===== src/rtl/ov7670_dvp_source.sv =====
// OV7670 DVP bus source: stands in for the camera sensor and emits pclk,
// vsync, href and RGB565 bytes with OV7670-style VGA timing. The patterns
// are ramp, colour bars, solid colour and line ramp.
// All bus outputs move only on "ticks". A tick is the clk27 edge on which
// pclk_out falls, so the bus is stable at every rising edge of pclk_out.
module ov7670_dvp_source #(
    parameter int H_ACTIVE = 640,
    parameter int H_TOTAL  = 784,
    parameter int V_SYNC   = 3,
    parameter int V_BACK   = 17,
    parameter int V_ACTIVE = 480,
    parameter int V_TOTAL  = 510
) (
    input  logic        clk27,
    input  logic        clr,
    input  logic        run,
    input  logic [1:0]  mode,
    input  logic [15:0] fixed_rgb,
    output logic        pclk_out,
    output logic        vsync_out,
    output logic        href_out,
    output logic [7:0]  d_out,
    output logic        frame_start,
    output logic        busy,
    output logic [7:0]  frame_count
);

    localparam int H_BYTES   = 2 * H_TOTAL;
    // Counters are at least 8 bits wide so that the ramp patterns can
    // take their low byte directly.
    localparam int HW        = ($clog2(H_BYTES) > 8) ? $clog2(H_BYTES) : 8;
    localparam int VW        = ($clog2(V_TOTAL) > 8) ? $clog2(V_TOTAL) : 8;
    // Each of the eight bars is H_ACTIVE/8 pixels wide, so H_ACTIVE/4 bytes.
    localparam int BAR_BYTES = H_ACTIVE / 4;
    localparam int BW        = (BAR_BYTES > 1) ? $clog2(BAR_BYTES) : 1;

    localparam logic [HW-1:0] H_LAST     = HW'(H_BYTES - 1);
    localparam logic [HW-1:0] H_ACT_END  = HW'(2 * H_ACTIVE);
    localparam logic [VW-1:0] V_LAST     = VW'(V_TOTAL - 1);
    localparam logic [VW-1:0] V_SYNC_END = VW'(V_SYNC);
    localparam logic [VW-1:0] V_FIRST    = VW'(V_SYNC + V_BACK);
    localparam logic [VW-1:0] V_ACT_END  = VW'(V_SYNC + V_BACK + V_ACTIVE);
    localparam logic [BW-1:0] BAR_LAST   = BW'(BAR_BYTES - 1);

    typedef enum logic {
        S_IDLE,
        S_FRAME
    } state_t;

    state_t          state_q, state_d;
    logic            pclk_q, pclk_d;
    logic [HW-1:0]   h_cnt_q, h_cnt_d;
    logic [VW-1:0]   v_cnt_q, v_cnt_d;
    logic [BW-1:0]   bar_byte_q, bar_byte_d;
    logic [2:0]      bar_idx_q, bar_idx_d;
    logic [1:0]      mode_q, mode_d;
    logic [15:0]     rgb_q, rgb_d;
    logic [7:0]      count_q, count_d;
    logic            start_q, start_d;
    logic            vsync_q, vsync_d;
    logic            href_q, href_d;
    logic [7:0]      data_q, data_d;
    logic            busy_q, busy_d;

    logic            tick;
    logic            begin_frame;
    logic            go_idle;
    logic            advance;
    logic            line_on;
    logic [7:0]      line_byte;
    logic [15:0]     pix_word;
    logic [7:0]      pix_byte;

    // The pclk flop is high just before the edge on which it falls, so that
    // edge is a tick.
    assign tick = pclk_q;

    function automatic logic [15:0] bar_colour(input logic [2:0] idx);
        case (idx)
            3'd0:    bar_colour = 16'hFFFF;
            3'd1:    bar_colour = 16'hFFE0;
            3'd2:    bar_colour = 16'h07FF;
            3'd3:    bar_colour = 16'h07E0;
            3'd4:    bar_colour = 16'hF81F;
            3'd5:    bar_colour = 16'hF800;
            3'd6:    bar_colour = 16'h001F;
            default: bar_colour = 16'h0000;
        endcase
    endfunction

    // Next-state logic: FSM transitions, raster counters, bar tracking and
    // the registered bus values for the byte position being entered.
    always_comb begin
        // NOTE: every variable gets a hold/default value first, so no
        // path through this block can leave one unassigned and infer a latch.
        state_d     = state_q;
        pclk_d      = ~pclk_q;
        h_cnt_d     = h_cnt_q;
        v_cnt_d     = v_cnt_q;
        bar_byte_d  = bar_byte_q;
        bar_idx_d   = bar_idx_q;
        mode_d      = mode_q;
        rgb_d       = rgb_q;
        count_d     = count_q;
        start_d     = 1'b0;
        vsync_d     = vsync_q;
        href_d      = href_q;
        data_d      = data_q;
        busy_d      = busy_q;
        begin_frame = 1'b0;
        go_idle     = 1'b0;
        advance     = 1'b0;
        line_on     = 1'b0;
        line_byte   = 8'h00;
        pix_word    = 16'h0000;
        pix_byte    = 8'h00;

        if (tick) begin
            case (state_q)
                S_IDLE: begin
                    if (run) begin
                        begin_frame = 1'b1;
                    end
                end
                S_FRAME: begin
                    if (h_cnt_q == H_LAST && v_cnt_q == V_LAST) begin
                        // A frame is never cut short. run is only looked
                        // at on the last byte of the frame.
                        if (run) begin
                            begin_frame = 1'b1;
                        end else begin
                            go_idle = 1'b1;
                        end
                    end else begin
                        advance = 1'b1;
                    end
                end
                default: go_idle = 1'b1;
            endcase
        end

        if (begin_frame) begin
            state_d = S_FRAME;
            h_cnt_d = '0;
            v_cnt_d = '0;
            mode_d  = mode;
            rgb_d   = fixed_rgb;
            count_d = count_q + 8'd1;
            start_d = 1'b1;
        end else if (go_idle) begin
            state_d = S_IDLE;
            h_cnt_d = '0;
            v_cnt_d = '0;
        end else if (advance) begin
            if (h_cnt_q == H_LAST) begin
                h_cnt_d = '0;
                v_cnt_d = v_cnt_q + 1'b1;
            end else begin
                h_cnt_d = h_cnt_q + 1'b1;
            end
        end

        // The bar index is found by counting bytes within the current bar,
        // which avoids a divider. The count restarts at the start of each line.
        if (h_cnt_d == '0) begin
            bar_byte_d = '0;
            bar_idx_d  = 3'd0;
        end else if (advance) begin
            if (bar_byte_q == BAR_LAST) begin
                bar_byte_d = '0;
                bar_idx_d  = bar_idx_q + 3'd1;
            end else begin
                bar_byte_d = bar_byte_q + 1'b1;
            end
        end

        line_on   = (v_cnt_d >= V_FIRST) && (v_cnt_d < V_ACT_END);
        line_byte = v_cnt_d[7:0] - V_FIRST[7:0];

        case (mode_d)
            2'd1:    pix_word = bar_colour(bar_idx_d);
            2'd2:    pix_word = rgb_d;
            default: pix_word = 16'h0000;
        endcase

        case (mode_d)
            2'd0:    pix_byte = h_cnt_d[7:0];
            2'd3:    pix_byte = line_byte;
            default: pix_byte = h_cnt_d[0] ? pix_word[7:0] : pix_word[15:8];
        endcase

        if (begin_frame || advance) begin
            busy_d  = 1'b1;
            vsync_d = (v_cnt_d < V_SYNC_END);
            href_d  = line_on && (h_cnt_d < H_ACT_END);
            data_d  = href_d ? pix_byte : 8'h00;
        end else if (go_idle) begin
            busy_d  = 1'b0;
            vsync_d = 1'b0;
            href_d  = 1'b0;
            data_d  = 8'h00;
        end
    end

    // State register. clr clears every flop immediately, without waiting
    // for a clock edge.
    always_ff @(posedge clk27 or negedge clr) begin
        if (!clr) begin
            state_q    <= S_IDLE;
            pclk_q     <= 1'b0;
            h_cnt_q    <= '0;
            v_cnt_q    <= '0;
            bar_byte_q <= '0;
            bar_idx_q  <= 3'd0;
            mode_q     <= 2'd0;
            rgb_q      <= 16'h0000;
            count_q    <= 8'h00;
            start_q    <= 1'b0;
            vsync_q    <= 1'b0;
            href_q     <= 1'b0;
            data_q     <= 8'h00;
            busy_q     <= 1'b0;
        end else begin
            // NOTE: non-blocking assignments make every flop update from
            // pre-edge values, so the order of these lines does not matter.
            state_q    <= state_d;
            pclk_q     <= pclk_d;
            h_cnt_q    <= h_cnt_d;
            v_cnt_q    <= v_cnt_d;
            bar_byte_q <= bar_byte_d;
            bar_idx_q  <= bar_idx_d;
            mode_q     <= mode_d;
            rgb_q      <= rgb_d;
            count_q    <= count_d;
            start_q    <= start_d;
            vsync_q    <= vsync_d;
            href_q     <= href_d;
            data_q     <= data_d;
            busy_q     <= busy_d;
        end
    end

    assign pclk_out    = pclk_q;
    assign vsync_out   = vsync_q;
    assign href_out    = href_q;
    assign d_out       = data_q;
    assign frame_start = start_q;
    assign busy        = busy_q;
    assign frame_count = count_q;

endmodule


===== config.mk =====
export PLATFORM = sky130hd
export DESIGN_NAME = ov7670_dvp_source
export DESIGN_NICKNAME = d
export VERILOG_FILES = /design/src/rtl/ov7670_dvp_source.sv
export SDC_FILE = /design/constraint.sdc
export NUM_CORES = 1
export LEC_CHECK = 0
export BUFFER_PORTS_ARGS = -buffer_cell sky130_fd_sc_hd__buf_2
export CAP_MARGIN = 20
export CORE_UTILIZATION = 60
export CTS_CLUSTER_DIAMETER = 80
export DETAILED_ROUTE_END_ITERATION = 6
export GPL_TIMING_DRIVEN = 0
export PLACE_DENSITY_LB_ADDON = 0.08
export SLEW_MARGIN = 0
export SYNTH_ARGS = -nofsm -noshare
export SYNTH_HDL_FRONTEND = slang
export SYNTH_SLANG_ARGS = --single-unit

===== constraint.sdc =====
create_clock -name clk27 -period 9.5 [get_ports clk27]
set_clock_uncertainty 0.05 [all_clocks]
set_input_delay 1.425 -clock clk27 [delete_from_list [all_inputs] [get_ports clk27]]
set_output_delay 1.425 -clock clk27 [all_outputs]
set_load 0.01 [all_outputs]

Word-level counts from Yosys, hierarchy flattened

Index checks and enable logic that the tools add are counted.

Flip-flop bits (word level): 71
Bits of input ports: 21
Output and inout bits: 21
Logic and storage cells: 88

$add $sub $neg: 6
Magnitude comparators: 4
Equality and inequality tests: 12
Mux-type cells: 40
Bitwise logic cells: 2
Reductions and logical operators: 10

Operators with widths:

| operator                | count |
|---|---|
| $pmux W16 S7            | 1 |
| $mux W8                 | 7 |
| $mux W11                | 4 |
| $mux W9                 | 4 |
| $pmux W16 S2            | 1 |
| $add A8 B1 Y8 const B   | 2 |
| $mux W1                 | 16 |
| $mux W16                | 1 |
| $pmux W8 S2             | 1 |
| $add A11 B1 Y11 const B | 1 |
| $eq A11 B11 Y1 const B  | 1 |
| $logic_not A11 Y1       | 1 |
| $lt A11 B11 Y1 const B  | 1 |
| $add A9 B1 Y9 const B   | 1 |
| $eq A3 B3 Y1 const B    | 3 |
| $eq A9 B9 Y1 const B    | 1 |
| $ge A9 B5 Y1 const B    | 1 |
| $lt A9 B2 Y1 const B    | 1 |
| $lt A9 B9 Y1 const B    | 1 |
| $mux W3                 | 3 |
| $eq A8 B8 Y1 const B    | 1 |
| $sub A8 B5 Y8 const B   | 1 |
| $eq A3 B2 Y1 const B    | 2 |
| $reduce_bool A2 Y1      | 3 |
| other kinds (11)        | 15 |

Logic depth before layout (Yosys ltp)

Word-level depth: 17
Mapped depth: 18

Worst setup path after synthesis

OpenSTA, ideal clock, no wires.

Kind: input -> register
Start: input port run
End: register data_q[2] (netlist: d_out[2])
Library setup time: 0.122 ns
Data arrival time: 4.157 ns
Setup slack: 5.171 ns
Stages: 14
Cells stage by stage: nand2_1 or2_2 o31a_1 buf_2 buf_2 buf_1 mux2i_1 inv_1 ha_1 clkbuf_1 inv_1 nor3_1 a2111o_1 a32o_1

Elaborated cells on any way between the ends: 41

RTL lines:

| element                                      | line     | text |
|---|---|---|
| from (decl)                                  | 16       | `input logic run,` |
| $mux W1 *                                    | 121, 129 |  |
| $mux W1                                      | 126      | `if (h_cnt_q == H_LAST && v_cnt_q == V_LAST) begin` |
| $pmux W1 S2 *                                | 119      | `case (state_q)` |
| $mux W1 *                                    | 118      | `if (tick) begin` |
| $mux W2 *                                    | 142      | `if (begin_frame) begin` |
| via mode_d[0]                                | 56       | `logic [1:0] mode_q, mode_d;` |
| $eq A2 B2 Y1 or $eq A2 B1 Y1 (tied branches) | 180      | `case (mode_d)` |
| $pmux W16 S2                                 | 180      |  |
| $mux W8                                      | 189      | `default: pix_byte = h_cnt_d[0] ? pix_word[7:0] : pix_word[15:8];` |
| $pmux W8 S2 *                                | 186      | `case (mode_d)` |
| $mux W8 *                                    | 196      | `data_d = href_d ? pix_byte : 8'h00;` |
| $mux W8 *                                    | 192      | `if (begin_frame \|\| advance) begin` |
| to (signal assigned)                         | 238      | `data_q <= data_d;` |
| to (decl)                                    | 62       | `logic [7:0] data_q, data_d;` |

The timed path passes the listed nets; every way through them passes the cells marked *.
A chain may end at the register's enable or synchronous reset.

Final worst setup path

Start: input port run
End: register data_q[0] (netlist: d_out[0])

Same word-level chain as after synthesis.

==> results.json <==
{
  "dp_slack_ns": 4.39,
  "dp_hpwl_um": 7520,
  "synth-xor-area-share_pct": 6.32,
  "syn_area_per_cell_um2": 9.54,
  "end_kind": "register",
  "diodes": 0,
  "cts_sinks": 71,
  "netlist.top_cell.by_area": "dfrtp_1",
  "leakage_nw": 2.40,
  "worstSetupStartpointType": "input port",
  "wl_um": 10300,
  "synth_fa_ha_area_share_pct": 3.50,
  "vias": 3713,
  "grt_pass1_wl_um": 16600,
  "initial_core_util_pct": 62.5,
  "hold_path.class": "reg2reg",
  "grt_pass1_vias": 3472,
  "synth_most_common_cell": "dfrtp_1",
  "whs_ns": 0.412,
  "drtIter0Drc": 388,
  "postSynth.asyncResetShare_pct": 100,
  "synth_compound_area_share_pct": 17.2,
  "worstSetupPathType": "in2reg",
  "critical_path_required_ns": 9.70,
  "setup_viol": 0,
  "postCtsSetupBuffers": 0,
  "cts_resized": 0,
  "synth_edf_count": 0,
  "numPortBuffers": 41,
  "coreArea_um2": 6870,
  "wl_per_cell_um": 17.1,
  "ctsRootBufferMaster": "clkbuf_8",
  "ys_seq_elements": 71,
  "clockBufferDepth": 2,
  "synth_cell_types": 74,
  "tns_ns": 0,
  "relSlewSlack_pct": 39.1,
  "synth_top_area_share_pct": 41.4,
  "synthSimpleGateAreaFrac_pct": 23.0,
  "numCtsBuffers": 9,
  "cp.arrival_ns": 4.99,
  "instances_no_fill": 603,
  "clkLatencyLatePin_ns": 0.35,
  "dieArea_um2": 7500,
  "hold_path_depth": 1,
  "ios": 42,
  "synthesis.area_um2": 4290,
  "cts.htree.levels": 3,
  "grt.total_usage_pct": 28.9,
  "antenna_found_initial": 0,
  "dpl.cell_count": 587,
  "clk_pin_slew_ns": 0.09,
  "antenna_left": 0,
  "grt_setup_unrepaired": "false",
  "peakVddDrop_uv": 99.5,
  "fin_area_um2": 4810,
  "synth_nets": 483,
  "synth_common_cells": "dfrtp_1, nand2_1, nor2_1",
  "die_h_um": 86.6,
  "route.detailed.drc": 0,
  "drive_gt1_share_pct": 19.9,
  "seq_area_frac_synth_pct": 41.4,
  "viasPerCell": 6.16,
  "run_status": "completed",
  "grt_max_degree": 72,
  "power_density_nw_per_um2": 113,
  "synth_area_leaders": "dfrtp_1, nand2_1, xnor2_1",
  "rr_worst_depth": 15,
  "synth_top_family_by_area": "simple AND/OR/NAND/NOR gates",
  "nets": 535,
  "gr-total-overflow": 0,
  "tritoncts": "done",
  "cap_violations": 0,
  "tightest_slew_ns": 0.914,
  "synth_mux_area_share_pct": 3.93,
  "ctsHoldBuffers": 0,
  "report.final.slew_viol_count": 0,
  "finalWorstSetupSlack_ns": 4.71,
  "hold_viol": 0,
  "finalCritPeriodShare_pct": 50.4,
  "fp.dieW_um": 86.6,
  "period_minus_slack_ns": 4.79,
  "placed_cell_area_um2": 4620,
  "path_max_fanout": 10,
  "syn2layout_area_growth_pct": 12.0,
  "routabilityCongestion": 0.918,
  "rows": 30,
  "max_freq_mhz": 209,
  "yosys_most_used_dff": "dfrtp_1",
  "postSynthCellCount": 450,
  "firstDrtPassIters": 5,
  "yosysWarnings": 0
}
==> through the flow <==
step	power (mW)	utilization, %
after floorplan	0.308	-
after global placement	0.319	67.2
after detailed placement	0.319	67.3
after CTS	0.549	70.0
after global routing	0.561	70.0
final	0.543	70.0
==> registers in the layout, summed over array words and instances (netlist names) <==
name,flops
state_q,1
frame_start,1
vsync_out,1
h_cnt_q,11
rgb_q,16
mode_q,2
href_out,1
busy,1
v_cnt_q,9
bar_byte_q,8
pclk_out,1
bar_idx_q,3
d_out,8
frame_count,8
==> worst max-delay path, cell delays in order <==
cell,delay (ns)
buf_2,0.12
nand2_1,0.18
or2_2,0.22
o31a_1,0.15
buf_2,0.21
buf_2,0.28
buf_1,0.43
mux2i_1,0.37
inv_1,0.13
ha_1,0.21
clkbuf_1,0.21
inv_1,0.24
nor3_1,0.14
a2111o_1,0.41
a32o_1,0.25
==> cells by family after synthesis <==
family / count (synthesis)
xor gates and xnor gates: 31
and+or+nand+nor: 189
muxes: 16
AOI/OAI and AO/OA: 88
DFF: 71
adders and majority gates: 12
buffers and inverters: 43
==> power breakdown <==
group	switching [mW]	leakage (nW)	internal (mW)
Sequential	0	0.912	0.302
Combinational	0.00731	1.40	0.00313
Clock	0.132	0.0856	0.0996
Total	0.139	2.40	0.405
==> cell type report <==
| type | count | area, um^2 |
|---|---|---|
| well taps | 96 | 120 |
| flip-flops and latches | 71 | 1780 |
| multi-input cells | 336 | 2320 |
| repair buffers | 41 | 208 |
| clock inverters | 7 | 65.1 |
| clock buffers | 9 | 124 |
| plain buffers | 20 | 111 |
| fillers | 574 | 2060 |
| inverters | 23 | 86.3 |
==> path summary, 6_finish.rpt <==
| kind | startpoint | to | slack, ns |
|---|---|---|---|
| hold / removal | frame_count[7] | frame_count[7] | 0.41 |
| min in group asynchronous | clr | h_cnt_q[10] | 1.14 |
| max in group asynchronous | clr | h_cnt_q[1] | 7.65 |
| setup / recovery | run | d_out[0] | 4.71 |
| hold reg to reg | frame_count[7] | frame_count[7] | 0.41 |
| setup reg to reg | v_cnt_q[0] | d_out[0] | 5.13 |
==> placed cells by master, fill, tap and decap left out, drive strengths merged, types with 4 or more instances in the layout <==
cell    Yosys  final
buf        14     55
nand4      14     14
ha         12     12
nor3       11     11
inv        23     26
nor2b       4      4
and3       10     10
o31ai       8      8
xnor2      22     22
and4        7      7
nand2b      4      4
a211o       5      5
nand2      67     67
dfrtp      71     71
mux2i      12     12
nor2       39     39
a221o       5      5
nand3      18     18
clkbuf      6     15
xor2        9      9
mux2        4      4
a21oi      20     20
a211oi     11     11
==> per-layer routing <==
metal	up-vias	global-route usage (%)	wire length (um)
met1	1791	37.6	4450
met2	152	47.8	4990
li1	1746	-	-
met4	0	9.70	195
met5	-	0	0
met3	24	6.57	674
No activity file was read; power rests on OpenSTA's default activity.
